File: src/rtl/program_loader_if.sv
// Instruction-memory write port driven by program_loader, plus its boot-status outputs.
interface program_loader_if #(
  parameter int ADDR = 8,
  parameter int WORD = 12
) ();
  logic            program_write;
  logic [ADDR-1:0] program_addr;
  logic [WORD-1:0] program_cmd;
  logic            cpu_hold;
  logic            load_done;
  logic            load_error;

  modport master (
    output program_write, program_addr, program_cmd,
    output cpu_hold, load_done, load_error
  );

  modport slave (
    input program_write, program_addr, program_cmd,
    input cpu_hold, load_done, load_error
  );
endinterface

File: src/rtl/program_loader.sv
// Serial (8N1) bootloader: decodes an A5-framed image from rx and writes it into instruction memory.
// Optional trailing XOR checksum byte enabled by defining PROGRAM_LOADER_CHECKSUM_EN.
module program_loader #(
  parameter int ADDR         = 8,
  parameter int WORD         = 12,
  parameter int CLKS_PER_BIT = 16
) (
  input  logic             clk,
  input  logic             reset,
  input  logic             rx,
  program_loader_if.master bus
);
  localparam int CW = $clog2(CLKS_PER_BIT);

  localparam logic [1:0] RX_IDLE  = 2'd0;
  localparam logic [1:0] RX_START = 2'd1;
  localparam logic [1:0] RX_DATA  = 2'd2;
  localparam logic [1:0] RX_STOP  = 2'd3;

  localparam logic [2:0] ST_IDLE  = 3'd0;
  localparam logic [2:0] ST_COUNT = 3'd1;
  localparam logic [2:0] ST_HI    = 3'd2;
  localparam logic [2:0] ST_LO    = 3'd3;
  localparam logic [2:0] ST_DONE  = 3'd4;
  localparam logic [2:0] ST_ERROR = 3'd5;
`ifdef PROGRAM_LOADER_CHECKSUM_EN
  localparam logic [2:0] ST_CHECK = 3'd6;
`endif

  logic          rx_meta_q, rx_sync_q, rx_prev_q;
  logic [1:0]    rx_state_q, rx_state_d;
  logic [CW-1:0] cnt_q, cnt_d;
  logic [2:0]    bit_q, bit_d;
  logic [7:0]    shift_q, shift_d;
  logic          byte_valid_q, byte_valid_d;
  logic          frame_err_q, frame_err_d;

  // Byte receiver; shift_q holds the completed byte while byte_valid_q is high.
  always_comb begin
    rx_state_d   = rx_state_q;
    cnt_d        = cnt_q + 1'b1;
    bit_d        = bit_q;
    shift_d      = shift_q;
    byte_valid_d = 1'b0;
    frame_err_d  = 1'b0;
    case (rx_state_q)
      RX_IDLE: begin
        cnt_d = '0;
        if (rx_prev_q && !rx_sync_q) rx_state_d = RX_START;
      end
      RX_START: begin
        if (cnt_q == CW'(CLKS_PER_BIT/2 - 1)) begin
          cnt_d      = '0;
          bit_d      = 3'd0;
          rx_state_d = rx_sync_q ? RX_IDLE : RX_DATA;
        end
      end
      RX_DATA: begin
        if (cnt_q == CW'(CLKS_PER_BIT - 1)) begin
          cnt_d   = '0;
          shift_d = {rx_sync_q, shift_q[7:1]};
          bit_d   = bit_q + 3'd1;
          if (bit_q == 3'd7) rx_state_d = RX_STOP;
        end
      end
      default: begin
        if (cnt_q == CW'(CLKS_PER_BIT - 1)) begin
          cnt_d        = '0;
          rx_state_d   = RX_IDLE;
          byte_valid_d = rx_sync_q;
          frame_err_d  = !rx_sync_q;
        end
      end
    endcase
  end

  logic [2:0]      ld_state_q, ld_state_d;
  logic            write_q, write_d;
  logic [ADDR-1:0] addr_q, addr_d;
  logic [WORD-1:0] cmd_q, cmd_d;
  logic            hold_q, hold_d, done_q, done_d, err_q, err_d;
  logic [ADDR-1:0] idx_q, idx_d, last_q, last_d;
  logic [WORD-9:0] hi_q, hi_d;
  logic [ADDR-1:0] count_ext;
  logic            in_frame;
`ifdef PROGRAM_LOADER_CHECKSUM_EN
  logic [7:0]      csum_q, csum_d;
`endif

  assign count_ext = ADDR'(shift_q);
  // Line errors only abort an active frame; DONE/ERROR just watch for a new sync byte.
  assign in_frame  = (ld_state_q == ST_COUNT) || (ld_state_q == ST_HI) || (ld_state_q == ST_LO)
`ifdef PROGRAM_LOADER_CHECKSUM_EN
                     || (ld_state_q == ST_CHECK)
`endif
                     ;

  always_comb begin
    ld_state_d = ld_state_q;
    write_d    = 1'b0;
    addr_d     = addr_q;
    cmd_d      = cmd_q;
    hold_d     = hold_q;
    done_d     = done_q;
    err_d      = err_q;
    idx_d      = idx_q;
    last_d     = last_q;
    hi_d       = hi_q;
`ifdef PROGRAM_LOADER_CHECKSUM_EN
    csum_d     = csum_q;
`endif
    if (frame_err_q && in_frame) begin
      ld_state_d = ST_ERROR;
      err_d      = 1'b1;
    end else if (byte_valid_q) begin
      case (ld_state_q)
        ST_COUNT: begin
          last_d     = count_ext - 1'b1;  // count 0 wraps to 2^ADDR words
          ld_state_d = ST_HI;
`ifdef PROGRAM_LOADER_CHECKSUM_EN
          csum_d     = shift_q;
`endif
        end
        ST_HI: begin
          hi_d       = shift_q[WORD-9:0];
          ld_state_d = ST_LO;
`ifdef PROGRAM_LOADER_CHECKSUM_EN
          csum_d     = csum_q ^ shift_q;
`endif
        end
        ST_LO: begin
          write_d    = 1'b1;
          addr_d     = idx_q;
          cmd_d      = {hi_q, shift_q};
          idx_d      = idx_q + 1'b1;
          ld_state_d = ST_HI;
`ifdef PROGRAM_LOADER_CHECKSUM_EN
          csum_d     = csum_q ^ shift_q;
          if (idx_q == last_q) ld_state_d = ST_CHECK;
`else
          if (idx_q == last_q) begin
            ld_state_d = ST_DONE;
            done_d     = 1'b1;
            hold_d     = 1'b0;
          end
`endif
        end
`ifdef PROGRAM_LOADER_CHECKSUM_EN
        ST_CHECK: begin
          if (shift_q == csum_q) begin
            ld_state_d = ST_DONE;
            done_d     = 1'b1;
            hold_d     = 1'b0;
          end else begin
            ld_state_d = ST_ERROR;
            err_d      = 1'b1;
          end
        end
`endif
        default: begin
          if (shift_q == 8'hA5) begin
            ld_state_d = ST_COUNT;
            hold_d     = 1'b1;
            done_d     = 1'b0;
            err_d      = 1'b0;
            idx_d      = '0;
          end
        end
      endcase
    end
  end

  always_ff @(posedge clk or negedge reset) begin
    if (!reset) begin
      rx_meta_q    <= 1'b1;
      rx_sync_q    <= 1'b1;
      rx_prev_q    <= 1'b1;
      rx_state_q   <= RX_IDLE;
      cnt_q        <= '0;
      bit_q        <= 3'd0;
      shift_q      <= 8'd0;
      byte_valid_q <= 1'b0;
      frame_err_q  <= 1'b0;
      ld_state_q   <= ST_IDLE;
      write_q      <= 1'b0;
      addr_q       <= '0;
      cmd_q        <= '0;
      hold_q       <= 1'b0;
      done_q       <= 1'b0;
      err_q        <= 1'b0;
      idx_q        <= '0;
      last_q       <= '0;
      hi_q         <= '0;
`ifdef PROGRAM_LOADER_CHECKSUM_EN
      csum_q       <= 8'd0;
`endif
    end else begin
      rx_meta_q    <= rx;
      rx_sync_q    <= rx_meta_q;
      rx_prev_q    <= rx_sync_q;
      rx_state_q   <= rx_state_d;
      cnt_q        <= cnt_d;
      bit_q        <= bit_d;
      shift_q      <= shift_d;
      byte_valid_q <= byte_valid_d;
      frame_err_q  <= frame_err_d;
      ld_state_q   <= ld_state_d;
      write_q      <= write_d;
      addr_q       <= addr_d;
      cmd_q        <= cmd_d;
      hold_q       <= hold_d;
      done_q       <= done_d;
      err_q        <= err_d;
      idx_q        <= idx_d;
      last_q       <= last_d;
      hi_q         <= hi_d;
`ifdef PROGRAM_LOADER_CHECKSUM_EN
      csum_q       <= csum_d;
`endif
    end
  end

  assign bus.program_write = write_q;
  assign bus.program_addr  = addr_q;
  assign bus.program_cmd   = cmd_q;
  assign bus.cpu_hold      = hold_q;
  assign bus.load_done     = done_q;
  assign bus.load_error    = err_q;
endmodule

File: src/flat_wrapper.sv
// flat-port wrapper written by rule: the top's interface ports become plain ports
module program_loader_flat 
#(
  parameter int ADDR         = 8,
  parameter int WORD         = 12,
  parameter int CLKS_PER_BIT = 16
)
  (clk, reset, rx, bus_program_write, bus_program_addr, bus_program_cmd, bus_cpu_hold, bus_load_done, bus_load_error);
  program_loader_if #(.ADDR(ADDR), .WORD(WORD)) bus_i ();
  input  logic clk;
  input  logic reset;
  input  logic rx;
  output wire logic [$bits(bus_i.program_write)-1:0] bus_program_write;
  output wire logic [$bits(bus_i.program_addr)-1:0] bus_program_addr;
  output wire logic [$bits(bus_i.program_cmd)-1:0] bus_program_cmd;
  output wire logic [$bits(bus_i.cpu_hold)-1:0] bus_cpu_hold;
  output wire logic [$bits(bus_i.load_done)-1:0] bus_load_done;
  output wire logic [$bits(bus_i.load_error)-1:0] bus_load_error;
  assign bus_program_write = bus_i.program_write;
  assign bus_program_addr = bus_i.program_addr;
  assign bus_program_cmd = bus_i.program_cmd;
  assign bus_cpu_hold = bus_i.cpu_hold;
  assign bus_load_done = bus_i.load_done;
  assign bus_load_error = bus_i.load_error;
  program_loader #(.ADDR(ADDR), .WORD(WORD), .CLKS_PER_BIT(CLKS_PER_BIT)) u_core (.clk(clk), .reset(reset), .rx(rx), .bus(bus_i));
endmodule
File: config.mk
export PLATFORM = sky130hd
export DESIGN_NAME = program_loader_flat
export DESIGN_NICKNAME = d
export VERILOG_FILES = /design/src/rtl/program_loader_if.sv /design/src/rtl/program_loader.sv /design/src/flat_wrapper.sv
export SDC_FILE = /design/constraint.sdc
export NUM_CORES = 1
export LEC_CHECK = 0
export CORE_UTILIZATION = 60
export DETAILED_ROUTE_END_ITERATION = 7
export GPL_ROUTABILITY_DRIVEN = 0
export PLACE_DENSITY = 0.8
export SLEW_MARGIN = 25
export SYNTH_ARGS = -nofsm -noshare
export SYNTH_HDL_FRONTEND = slang
export SYNTH_SLANG_ARGS = --single-unit
File: constraint.sdc
create_clock -name clk -period 4 [get_ports clk]
set_input_delay 0.8 -clock clk [delete_from_list [all_inputs] [get_ports clk]]
set_output_delay 0.8 -clock clk [all_outputs]
set_load 0.01 [all_outputs]
Word-level counts from Yosys, hierarchy flattened
Cells that the tools add are included.

$add $sub $neg: 4. Equality and inequality tests: 16. Muxes and demuxes: 36. Bitwise operators: 2. Reduce and logical (&&, ||, !) cells: 25.

Operators by type and width (number): two-way mux 3 bit (6); case mux 8 bit (2 select lines) (1); AND reduction 3 bit (5); two-way mux 1 bit (14); two-way mux 2 bit (6); inequality test 2 x 1 -> 1 bit, second input constant (5); AND reduction 5 bit (2); case mux 3 bit (3 select lines) (1); adder 8 x 1 -> 8 bit, second input constant (1); == test 8 bit (1); == test 8 bit, second input constant (1); two-way mux 4 bit (2); two-way mux 8 bit (1); case mux 4 bit (2 select lines) (1); nonzero test 2 bit (4); subtractor 8 x 1 -> 8 bit, second input constant (1); == test 3 x 2 -> 1 bit, second input constant (2); case mux 2 bit (3 select lines) (1); case mux 3 bit (2 select lines) (1); OR reduction 3 bit (2); nonzero test 5 bit (1); adder 4 x 1 -> 4 bit, second input constant (1); == test 4 x 3 -> 1 bit, second input constant (1); == test 4 bit, second input constant (1); other kinds (16) (21).

Flip-flop bits (word level): 69. Input port bits: 3. Output and inout port bits: 24. Logic and storage cells: 102.

Longest topological paths before layout
Gate-level depths: netlist of run 1.

Depth in word-level cells: 6. Gate-level depth with buffers: 7. Depth with buffers taken out: 6.

Least setup slack after synthesis of run 1
OpenSTA, ideal clock, no wires.

Path kind: reg2reg. From: reg u_core.shift_q[3], in the netlist u_core.count_ext[3]. To: reg u_core.idx_q[3]. Library setup time: 0.077 ns. Arrival: 1.835 ns. Required time: 3.923 ns. Setup slack: 2.087 ns. Cell stages (with the launch flop): 7. Buffers on the path: 2. Clock period less this slack: 1.913 ns. Cell sequence: dfrtp_1 > buf_6 > or3b_4 > o31a_1 > buf_6 > or4_1 > a21oi_1.

Word-level cells in the longest chain between the ends: 3.

Ends and longest elaborated chain: start: declaration (RTL line program_loader.sv:34) `logic [7:0] shift_q, shift_d;`; start signal: assignment (RTL line program_loader.sv:204) `shift_q <= shift_d;`; == test 8 bit (RTL line program_loader.sv:161) `if (shift_q == 8'hA5) begin`; nonzero test 2 bit (no line); AND reduction 4 bit (no line); end signal: assignment (RTL line program_loader.sv:214) `idx_q <= idx_d;`; end: declaration (RTL line program_loader.sv:82) `logic [ADDR-1:0] idx_q, idx_d, last_q, last_d;`.

Every way passes these cells. A chain may end at the register's enable or synchronous reset.

Worst setup path in the final report of run 1
From: reg u_core.hold_q, in the netlist u_core.bus.cpu_hold. To: out bus_cpu_hold.

RTL lines: start: declaration (RTL line program_loader.sv:81) `logic hold_q, hold_d, done_q, done_d, err_q, err_d;`; start signal: assignment (RTL line program_loader.sv:211) `hold_q <= hold_d;`; end: declaration (RTL line flat_wrapper.sv:16) `output wire logic [$bits(bus_i.cpu_hold)-1:0] bus_cpu_hold;`.

No word-level cell between the ends.

==> results of run 1 <==
==> cells by family (layout without fill, tap and decap cells) <==
logic type	after synthesis	in the layout	synth area share [%]
AO/OA/AOI/OAI	49	49	9.802
XOR/XNOR	17	17	4.647
adder cells (fa/ha/maj)	10	10	3.905
buffers and inverters	19	53	2.967
flip-flops	69	69	54.00
multiplexers	34	34	11.91
AND/OR/NAND/NOR	74	74	12.77
==> cell type report <==
cell class	instances	area, um2
tap	70	87.58
inverter	9	33.78
sequential	69	1730
timing repair buffer	29	277.8
clock buffer	14	162.7
fill	388	1439
clock inverter	1	30.03
multi-input combinational	184	1379
==> sequential cells by signal, indices dropped and copies added, names as in the netlist <==
register	cells
u_core.rx_meta_q	1
u_core.byte_valid_q	1
u_core.rx_state_q	2
u_core.count_ext	8
u_core.last_q	8
u_core.hi_q	4
u_core.bus.load_error	1
u_core.frame_err_q	1
u_core.bus.program_write	1
u_core.cnt_q	4
u_core.bus.program_addr	8
u_core.bus.program_cmd	12
u_core.rx_prev_q	1
u_core.ld_state_q	3
u_core.bus.load_done	1
u_core.bus.cpu_hold	1
u_core.rx_sync_q	1
u_core.idx_q	8
u_core.bit_q	3
==> metrics by stage <==
stage          cell area [um2]  utilization [%]  hold slack [ps]  total power (W)
2_1_floorplan             3204                -            345.2        0.0009139
5_1_grt                   3701            72.01            358.4         0.001595
3_3_place_gp              3508            68.26            346.6        0.0009596
3_5_place_dp              3508            68.26            348.1        0.0009688
4_1_cts                   3701            72.01            360.7         0.001531
6_report                  3701            72.01            355.8         0.001524
==> per-layer routing <==
| layer | up-vias | routed length [um] |
|---|---|---|
| met5 | - | 0 |
| met4 | 0 | 136 |
| met3 | 12 | 229 |
| met2 | 62 | 3034 |
| met1 | 1093 | 2618 |
| li1 | 1028 | - |
==> worst paths after layout <==
check,endpoint,slack (ps),cells after the start
worst max-delay path,bus_cpu_hold,1940,1
worst min-delay path,u_core.rx_sync_q,360,0
worst max register to register,u_core.idx_q[6],1950,6
worst min register to register,u_core.rx_sync_q,360,0
max in group asynchronous,u_core.rx_meta_q,2870,2
min in group asynchronous,u_core.bus.program_addr[2],400,1
==> power by group <==
part | switching (W) | internal [W] | total, W
clock | 0.000243 | 0.000320 | 0.000563
combinational | 0.000109 | 0.0000793 | 0.000188
sequential | 0.0000403 | 0.000733 | 0.000773
==> placed cells by master, fill, tap and decap left out, types with 2 or more instances in the layout <==
master / instances
nand2b_1: 3
dfrtp_1: 66
clkdlybuf4s50_1: 25
mux2_2: 33
o31ai_1: 6
and2_1: 4
buf_4: 3
or4_1: 5
clkbuf_1: 3
nor2_1: 16
xnor2_1: 12
clkbuf_8: 11
and3b_1: 2
nand4_1: 4
inv_1: 9
nor4_1: 2
nand3b_1: 3
nor3_1: 6
a22o_1: 3
ha_1: 10
and3_1: 2
nand2_1: 15
nand3_1: 4
nand4b_1: 2
dfstp_2: 3
o21ai_0: 8
xor2_1: 5
a21oi_1: 18
nor3b_1: 2
==> results_dict.tcl, run 1 <==
set metrics [dict create \
    status "finished clean" \
    holdCritStartpoint "u_core.rx_meta_q" \
    synth_top_area_share_pct 51.54 \
    tightest_slew_ps 536.3 \
    routed_wl_um 6018 \
    hp-class "reg -> reg" \
    critPathBufInv 1 \
    area_growth_pct 15.50 \
    dpl.hpwl_um 4162 \
    clk_path_buf_depth 2 \
    grt-ovfl-total 0 \
    worst-endpoint-arrival_ps 1260 \
    synth_edf_count 0 \
    setup_viol 0 \
    synth.distinct_cells 47 \
    ir_worst_vdd_v 0.0004473 \
    startpoint_type "flip-flop" \
    fin_crit_ps 2060 \
    grt_pass1_vias 2130 \
    skew_ps 7.493 \
    slew_headroom_pct 64.12 \
    track_usage_pct 24.58 \
    wl_per_cell_um 16.01 \
    drive_above_1_share_pct 18.30 \
    port_buffers 26 \
    rsz0062_at_grt "false" \
    syn_nets 285 \
    grt_use_met2_pct 39.04 \
    max_clock_freq_mhz 485.5 \
    synth_seq_cells 69 \
    grt_max_degree 27 \
    dp.cells 361 \
    drv_cap 0 \
    r2r_start "u_core.count_ext[1]" \
    diodes 0 \
    synthArstFlopShare_pct 100.0 \
    yosysMostFrequentCell "dfrtp_1" \
    nets 315 \
    first_pass_iters 4 \
    initialDrtViolationCount 172 \
    cts_sinks 69 \
    critPathLaunch "u_core.bus.cpu_hold" \
    ctsRootBufferMaster "clkbuf_8" \
    antenna_found_initial 0 \
    synth_area_leaders "dfrtp_1 52%, mux2_2 12%, ha_1 3.9%" \
    setup_tns_ps 0 \
    postSynthAreaPerCell_um2 11.78 \
    io_pins 27 \
    vias 2195 \
    fin_ws_ps 1940 \
    grt_util_met3_pct 4.685 \
    ant_nets 0 \
    tritoncts "done" \
    place_ws_ps 1949 \
    clk_pin_slew_ps 70 \
    syn-cell-area_mm2 0.003204 \
    netlist_instances 272 \
    yosys_most_used_dff "dfrtp_1" \
    remaining_drc_errors 0 \
    ctsHoldBuffers 0 \
    hold_viol 0 \
    die_area_mm2 0.005637 \
    critPathTopFamily "buffers and inverters" \
    crit_type "reg -> out" \
    grt_pass1_wl_um 10040 \
    met1_usage_pct 31.61 \
    ys_top_cells_by_count "66 x dfrtp_1, 33 x mux2_2, 18 x a21oi_1, 16 x nor2_1, 15 x nand2_1" \
    grt-busiest-layer "met2" \
    synth_area_leader_cell "dfrtp_1" \
    die-height_um 75.08 \
    viasPerCell 5.838 \
    slowest_delay_ps 540 \
    final_cells 376 \
    die_w_um 75.08 \
    cts_setup_buffers 0 \
    p_per_area_mw_per_mm2 411.7 \
    cts_buffers 9 \
    drv_slew 0 \
    power_leakage_nw 1.750 \
    end_kind "output port" \
    clock_latency_ps 350 \
    synth_warnings 0 \
    start_util_pct 62.34 \
    path_max_fanout 3 \
    finalCritPeriodShare_pct 51.50 \
    cts_htree_levels 3 \
    path_cells "clkdlybuf4s50_1" \
    ys_seq_area_share_pct 54.00 \
    ctsResizeCount 0 \
    core-area_mm2 0.005140 \
    row_count 26 \
    required_ps 3200 \
    cpMaxStageDelayCell "clkdlybuf4s50_1" \
]
No activity file was read; power rests on OpenSTA's default activity.
==> run 2: changes to the inputs <==
--- a/config.mk
+++ b/config.mk
@@ -5,10 +5,10 @@
 export SDC_FILE = /design/constraint.sdc
 export NUM_CORES = 1
 export LEC_CHECK = 0
-export CORE_UTILIZATION = 60
+export CORE_UTILIZATION = 57
 export DETAILED_ROUTE_END_ITERATION = 7
 export GPL_ROUTABILITY_DRIVEN = 0
-export PLACE_DENSITY = 0.8
+export PLACE_DENSITY = 0.77
 export SLEW_MARGIN = 25
 export SYNTH_ARGS = -nofsm -noshare
 export SYNTH_HDL_FRONTEND = slang
==> constraint.sdc (replaced) <==
create_clock -name clk -period 2.1 [get_ports clk]
set_input_delay 0.42 -clock clk [delete_from_list [all_inputs] [get_ports clk]]
set_output_delay 0.42 -clock clk [all_outputs]
set_load 0.01 [all_outputs]
==> results_dict.tcl, run 2 (synthesis gave the netlist of run 1 again) <==
set metrics [dict create \
    tritoncts "done" \
    end_kind "flip-flop" \
    reg2reg_depth 6 \
    area_growth_pct 17.38 \
    power_leakage_nw 1.781 \
    p_per_area_mw_per_mm2 762.3 \
    io_pins 27 \
    mostFrequentLayoutCells "66 x dfrtp_1, 33 x mux2_2, 25 x clkdlybuf4s50_1" \
    die_area_mm2 0.005925 \
    max_clock_freq_mhz 509.5 \
    fin_util_pct 71.37 \
    die_w_um 76.98 \
    power_frac_seq_pct 51.4 \
    crit_type "reg -> reg" \
    worst-endpoint-arrival_ps 2240 \
    drive_above_1_share_pct 19.43 \
    postLayoutCellArea_mm2 0.003761 \
    dp.cells 365 \
    finalPower_w 0.002867 \
    initialDrtViolationCount 180 \
    skew_ps 9.523 \
    setup_tns_ps 0 \
    grt_pass1_wl_um 10180 \
    routed_wl_um 5885 \
    hp-class "in -> async" \
    path_max_fanout 5 \
    startpoint_type "flip-flop" \
    internal-power_w 0.002131 \
    grt-ovfl-total 0 \
    finalCritPeriodShare_pct 93.46 \
    largest_reg_flops 12 \
    drv_slew 0 \
    final_cells 384 \
    antenna_found_initial 0 \
    vias 2213 \
    fin_crit_ps 1963 \
    required_ps 2370 \
    die-height_um 76.98 \
    wl_per_cell_um 15.33 \
    clk_pin_slew_ps 70 \
    port_buffers 26 \
    path_cells "inv_1 -> ha_1 -> nand4b_1 -> o31a_1 -> or4_1 -> a21oi_1" \
    grt_max_degree 70 \
    grt_pass1_vias 2126 \
    drv_cap 0 \
    ir_worst_vdd_v 0.0006586 \
    slowest_delay_ps 500 \
    rrSetupSlack_ps 140 \
    register_area_mm2 0.001730 \
    remaining_drc_errors 0 \
    reg2reg_to "u_core.idx_q[3]" \
    p_comb_share_pct 12.3 \
    pwr-share-clk_pct 36.4 \
    ctsRootBufferMaster "clkbuf_8" \
    slew_headroom_pct 65.55 \
    final_common_cell "dfrtp_1" \
    core-area_mm2 0.005270 \
    dpl_cell_area_mm2 0.003551 \
    multi_input_area_mm2 0.001388 \
    status "finished clean" \
    clock_latency_ps 340 \
    diodes 0 \
    nets 322 \
    fill_cells 379 \
    row_count 26 \
    viasPerCell 5.763 \
    track_usage_pct 22.44 \
    first_pass_iters 4 \
    dpl.hpwl_um 3988 \
    setup_viol 0 \
    cpMaxStageDelayCell "or4_1" \
    tightest_slew_ps 514.9 \
    start_util_pct 60.80 \
    critPathBufInv 1 \
    cts_htree_levels 3 \
    critPathTopFamily "simple AND/OR/NAND/NOR gates" \
    p_sw_w 0.0007361 \
    cts_sinks 69 \
    clk_path_buf_depth 2 \
    ant_nets 0 \
    switching_share_pct 25.67 \
    r2r_start "u_core.count_ext[1]" \
    ctsResizeCount 0 \
    hold_viol 0 \
    cts_buffers 9 \
]
[run 2: cell types whose count changed in the layout (fill, tap and decap cells not counted)]
| cell | previous run | this run |
|---|---|---|
| buf_4 | 3 | 8 |
| clkbuf_1 | 3 | 5 |
| o31a_1 | 1 | 2 |
| buf_12 | 0 | 1 |
| clkbuf_8 | 11 | 10 |
[run 2: worst max-delay path by stage]
stage                              from         endpoint  slack (ps)  cells after the start
CTS                 u_core.count_ext[1]  u_core.idx_q[5]          90                      6
floorplan           u_core.count_ext[3]  u_core.idx_q[3]         190                      6
detailed placement  u_core.count_ext[1]  u_core.idx_q[5]         100                      6
global placement    u_core.count_ext[1]  u_core.idx_q[5]         170                      6
global route        u_core.count_ext[1]  u_core.idx_q[7]         -10                      6
finish              u_core.count_ext[1]  u_core.idx_q[3]         140                      6
[run 2: layer usage]
metal / wire length, um / vias to the layer above / GRT usage, % / part of all wire, %
li1: - / 1057 / - / -
met1: 2684 / 1096 / 29.43 / 46
met2: 2833 / 47 / 34.73 / 48
met3: 214 / 13 / 5.000 / 3.6
met4: 153 / 0 / 12.26 / 2.6
met5: 0 / - / 0 / 0
[run 2: area by class of cell]
class                           instances  area share, %
Timing Repair Buffer                   35          8.916
Clock inverter                          1         0.7984
Multi-Input combinational cell        185          36.89
Clock buffer                           15          4.158
Sequential cell                        69          46.01
Inverter                                9         0.8982
Tap cell                               70          2.329
[run 2: timing repair]
| action | in CTS | in global routing |
|---|---|---|
| hold buffers | 0 | 0 |
| setup buffers | 0 | 2 |
| endpoints found under the setup margin | 0 | 4 |
[run 2: worst reg2reg max path, delay by kind of cell (launching register included)]
family / cells / cell delay [ps]
simple gates: 2 / 700
compound gates: 2 / 520
flops: 1 / 410
fa+ha+maj: 1 / 150
buf+inv: 1 / 120
[run 2: power by group through the flow]
stage | sequential (W) | combinational (W) | clock, W
2_1_floorplan | 0.00148 | 0.000265 | 0
3_3_place_gp | 0.00149 | 0.000339 | 0
6_report | 0.00147 | 0.000352 | 0.00104
5_1_grt | 0.00149 | 0.000415 | 0.00113
4_1_cts | 0.00147 | 0.000354 | 0.00107
3_5_place_dp | 0.00150 | 0.000353 | 0
[run 2: per-stage QoR]
stage	setup WS (ps)	hold WS [ps]
after CTS	86.79	105.2
after detailed placement	99.68	349.1
after global placement	174.8	346.2
after global routing	-10.47	119.7
after floorplan	187.3	124.4
final	137.3	71.70
==> patch 1 (settings of run 1) <==
Build with the macro `PROGRAM_LOADER_CHECKSUM_EN` defined.
--- a/src/rtl/program_loader.sv
+++ b/src/rtl/program_loader.sv
@@ -1,5 +1,7 @@
 // Serial (8N1) bootloader: decodes an A5-framed image from rx and writes it into instruction memory.
 // Optional trailing XOR checksum byte enabled by defining PROGRAM_LOADER_CHECKSUM_EN.
+`define PROGRAM_LOADER_CHECKSUM_EN
+
 module program_loader #(
   parameter int ADDR         = 8,
   parameter int WORD         = 12,
Function: same outputs for any inputs over 10 cycles, from zero or initial values and one cycle with reset low; that may be too few to reach the edited logic, so the function may still have changed.
==> patch 1 against run 1 <==
  * Worst setup slack got worse by 0.060 ns
  * Power rose by 16%
  * Global-route usage rose by 1.3 points
  * Cell area rose by 19%
  * Area after synthesis rose by 22%
  * Sequential share of layout area fell by 3.0 points
  * Utilization fell by 2.0 points
  * Sequential cell count rose by 8
  * Clock skew barely moved
  * Register-to-register slack got worse by 0.06 ns
  * Routed wire length rose by 28%
  * Combinational power rose by 13%
  * Cell count rose by 24%
  * Clock power rose by 26%
  * Largest cell class unchanged
==> patch 1: results (changes against run 1) <==
- The complex-gate fraction of the synthesized area was 11.0% (+1.2 points).
* Met1 usage in global routing: 33.3% (+1.7 points)
- The final critical-path required period is 2.12 ns (+0.0597 ns).
* Fraction of synthesized area in multiplexers: 9.05% (-2.9 points)
- Peak VDD IR: 0.325 mV (-27%)
- The commonest cells after synthesis are sky130_fd_sc_hd__dfrtp_1, sky130_fd_sc_hd__nand2_1, sky130_fd_sc_hd__mux2_2.
* Sequential power: 0.000850 W (+10%)
* Cell types occupying the most area after synthesis: sky130_fd_sc_hd__dfrtp_1, sky130_fd_sc_hd__mux2_2, sky130_fd_sc_hd__nand2_1, sky130_fd_sc_hd__xnor2_1, sky130_fd_sc_hd__ha_1
* Post-synthesis xor/xnor area fraction: 5.39% (+0.74 points)
- The net switching share of the total power came to 24.6% (-1.1 points).
- Vias in the first global route: 2,739 (+29%)
- The combinational group share of total power came to 12.0% (-0.3 points).
- The synthesized net count is 377 (+32%).
- The clock sink count came to 77 (+12%).
* Share of cells above drive strength 1: 15.6% (-2.7 points)
- The total track usage was 25.8% (+1.3 points).
* Clock buffer count in the final layout: 12 (-2)
* Detailed-routing wirelength on met1: 3420 um (+30%)
- Final instance area: 0.00442 mm^2 (+19%)
- The sum of met2 wire segment lengths after detailed routing is 3870 um (+27%).
- Post-synthesis sequential area ratio: 49.5% (-4.5 points)
- The met3 routing resource usage after global routing is 6.26% (+1.6 points).
- The arrival time at the worst endpoint is 1.32 ns (+0.06 ns).
- The first-iteration detailed-routing DRC count came to 319 (+85%).
- The measured slew at the worst slew-check pin is 0.907 ns (+0.371 ns).
* Maximum number of pins on one net before global-route repair: 78 (+190%)
- Nonclk buf count: 27 (-6.9%)
* Post-Route Skew: 0.00758 ns (+0.0000847 ns)
* Non-Clock Buffer Area Fraction: 6.18% (-1.3 points)
- The number of non-clock inverters is 10 (+1).
* Routed wirelength normalized by instance count: 16.5 um (+3.4%)
- The routing usage on met2 came to 42.1% (+3.1 points).
- Post-place setup slack: 1.82 ns (-0.128 ns)
- Placed Cells incl. Taps: 450 (+25%)
- The number of nets in the final layout is 398 (+26%).
- Layout fillers: 479 (+23%)
- Distinct cell type count of the synthesized netlist: 64 (+36%)
* Final HPWL DP: 5180 um (+24%)
- The run finished with clean final reports.
* Multi-input logic portion of the cell area: 41.6% (+4.4 points)
* Delay contributed by the slowest stage of the critical path: 0.57 ns (+0.03 ns)
- Sequential cell fraction of total power: 47.9% (-2.8 points)
- The static leakage came to 2.07 nW (+18%).
- Relative to the synthesized area, the layout overhead comes to 13.3%.
- Mean Syn Cell Area: 10.7 um^2 (-9.1%)
[patch 1: changes by cell type after synthesis, moves of 7 or more]
cell,delta
sky130_fd_sc_hd__o21ai_0,+10
sky130_fd_sc_hd__buf_2,+7
sky130_fd_sc_hd__dfrtp_1,+8
sky130_fd_sc_hd__nand2_1,+35
sky130_fd_sc_hd__a21oi_1,-8
sky130_fd_sc_hd__xnor2_1,+7
sky130_fd_sc_hd__mux2_2,-8
[patch 1: path summary, 6_finish.rpt]
check,slack (ns),from,endpoint,cells past startpoint
max,1.88,u_core.bus.cpu_hold,bus_cpu_hold,1
min,0.36,u_core.rx_meta_q,u_core.rx_sync_q,0
max reg2reg,1.89,u_core.count_ext[1],u_core.ld_state_q[2],5
min reg2reg,0.36,u_core.rx_meta_q,u_core.rx_sync_q,0
max in group asynchronous,3.06,reset,u_core.csum_q[7],1
min in group asynchronous,0.45,reset,u_core.bus.program_addr[1],1
==> patch 2 (config.mk and constraints of run 1) <==
Without the edit above. Register the input `rx` before use, cleared by the reset. The logic sees it one clock later. The other inputs are not delayed to match.
--- a/src/rtl/program_loader.sv
+++ b/src/rtl/program_loader.sv
@@ -23,6 +23,16 @@
   localparam logic [2:0] ST_LO    = 3'd3;
   localparam logic [2:0] ST_DONE  = 3'd4;
   localparam logic [2:0] ST_ERROR = 3'd5;
+
+  logic rx_q;
+
+  always_ff @(posedge clk or negedge reset) begin
+    if (!reset) begin
+      rx_q <= '0;
+    end else begin
+      rx_q <= rx;
+    end
+  end
 `ifdef PROGRAM_LOADER_CHECKSUM_EN
   localparam logic [2:0] ST_CHECK = 3'd6;
 `endif
@@ -195,7 +205,7 @@
       csum_q       <= 8'd0;
 `endif
     end else begin
-      rx_meta_q    <= rx;
+      rx_meta_q    <= rx_q;
       rx_sync_q    <= rx_meta_q;
       rx_prev_q    <= rx_sync_q;
       rx_state_q   <= rx_state_d;
Check against the original RTL: no difference found for any inputs over 10 cycles, from zero or initial values and one cycle with reset low; that may be too few to reach the edited logic, so the function may still have changed.
==> patch 2 against run 1 <==
  * Synthesized cell count rose by 2.2%
  * Register-to-register slack worse by 0.19 ns
  * Cell area up 2.0%
  * Cell count rose by 1.1%
  * Die area increased by 2.7%
  * First-iteration DRC count fell by 59%
  * Routed wire length shrank 1.5%
  * Worst setup slack got worse by 0.18 ns
  * Sequential share of layout area fell by 0.25 points
  * Area after synthesis is 2.8% higher
  * Power increased by 2.3%
  * Count of clock-buffer cells in the layout fell by 1
  * Sequential cell count grew 1
  * Worst hold slack lost 0.00096 ns
  * Critical path type is now register to register
  * Highest routed layer unchanged
==> patch 2: results (changes against run 1) <==
* Run status: finished clean
- The worst hold path begins at u_core.rx_q.
- Leak Pwr: 1.87 nW (+6.9%)
- The largest individual stage delay along the critical path comes from the cell sky130_fd_sc_hd__dfrtp_1.
* Top post-synthesis cells by count: sky130_fd_sc_hd__dfrtp_1, sky130_fd_sc_hd__nand2_1, sky130_fd_sc_hd__mux2_2, sky130_fd_sc_hd__o21ai_0, sky130_fd_sc_hd__nor2_1
- The adder-cell share of the synthesized area is 3.80% (-0.11 points).
* Routed wirelength normalized by instance count: 15.6 um (-2.5%)
- The synthesized net count was 291 (+2.1%).
- The maximum resistive drop on vdd came to 0.356 mV (-20%).
* Start of the worst register-to-register path: u_core.ld_state_q[0]
- WP data arrival: 2.47 ns (+1.21 ns)
* Critical path capture point: u_core.bus.program_cmd[11]
- Cell area after placement: 0.00357 mm^2 (+1.9%)
* Share of cells above drive strength 1: 18.1% (-0.24 points)
- Post-synthesis xor/xnor area fraction: 4.25% (-0.39 points)
- The number of filler instances in the final layout is 382 (-1.5%).
- The worst setup slack before clock tree synthesis was 1.78 ns (-0.166 ns).
- Fraction of synthesized area in multiplexers: 12.6% (+0.66 points)
- The longest individual stage delay on the worst path is 0.47 ns (-0.07 ns).
- Hold EP: u_core.rx_meta_q
* Nets@finish: 318 (+0.95%)
- The post-synthesis cell type count is 44 (-6.4%).
- Slew at the pin closest to its max-slew limit: 0.769 ns (+0.232 ns)
* Post-layout min period: 2.24 ns (+0.184 ns)
- The pin count of the biggest net entering global routing came to 38 (+41%).
* Sequential cell fraction of total power: 50.2% (-0.5 points)
- The combinational group share of total power came to 13.1% (+0.8 points).
* Via count of the routed design: 2,153 (-1.9%)
* Vias in the first global route: 2,103 (-1.3%)
* Cell types occupying the most area after synthesis: sky130_fd_sc_hd__dfrtp_1, sky130_fd_sc_hd__mux2_2, sky130_fd_sc_hd__mux2_4, sky130_fd_sc_hd__ha_1, sky130_fd_sc_hd__xor2_1
- Complex-gate fraction of the synthesized area: 9.68% (-0.12 points)
- The first-iteration detailed-routing DRC count was 70 (-59%).
- The placed wire-length estimate after detailed placement came to 4040 um (-2.9%).
- The largest fanout of any net on the critical path came to 22 (+19).
- Int Pwr: 0.00115 W (+1.8%)
- The sequential fraction of the synthesis area came to 53.3% (-0.72 points).
- The total track usage is 23.3% (-1.2 points).
* Global-route wire length before repair: 10,400 um (+3.7%)
- The fraction of registers with async set or reset after synthesis was 100% (unchanged).
- Post_cts resized: 0 (unchanged)
## patch 2: changes by cell type in the layout (fill, tap and decap cells not counted), moves of 5 or more
cell                             run 1  this run
sky130_fd_sc_hd__mux2_2             33        19
sky130_fd_sc_hd__mux2_4              0        12
sky130_fd_sc_hd__a21oi_1            18         7
sky130_fd_sc_hd__o21ai_0             8        19
sky130_fd_sc_hd__xnor2_1            12         5
sky130_fd_sc_hd__xor2_1              5        11
sky130_fd_sc_hd__nand2_1            15        20
## patch 2: routing by layer
layer | up-vias | global-route usage (%) | routed length (um)
li1 | 1038 | - | -
met1 | 1056 | 30.8 | 2770
met2 | 48 | 37.3 | 2840
met3 | 11 | 5.39 | 186
met4 | 0 | 10.2 | 135
met5 | - | 0 | 0
## patch 2: metrics by stage
stage                     util, %  hold WS (ns)  std cells  total power (W)
after global placement       68.7         0.336        364         0.000985
after global routing         72.5         0.360        380          0.00164
after CTS                    72.5         0.357        380          0.00157
after floorplan                 -         0.333        278         0.000938
final                        72.5         0.355        380          0.00156
after detailed placement     68.7         0.342        364          0.00100
## patch 2: layout make-up
| class | count | area, um^2 | share of cell area [%] |
|---|---|---|---|
| Sequential cell | 70 | 1760 | 46.5 |
| Multi-Input combinational cell | 184 | 1420 | 37.5 |
| Timing Repair Buffer | 28 | 270 | 7.16 |
| Clock buffer | 13 | 159 | 4.21 |
| Tap cell | 70 | 87.6 | 2.32 |
| Inverter | 12 | 45.0 | 1.19 |
| Clock inverter | 3 | 42.5 | 1.13 |
## patch 2: cells by family (layout without fill, tap and decap cells)
| kind of cell | after synthesis | after routing |
|---|---|---|
| compound gates | 49 | 49 |
| buf+inv | 24 | 56 |
| fa+ha+maj | 10 | 10 |
| xor+xnor | 16 | 16 |
| simple gates | 76 | 76 |
| mux | 33 | 33 |
| flops | 70 | 70 |
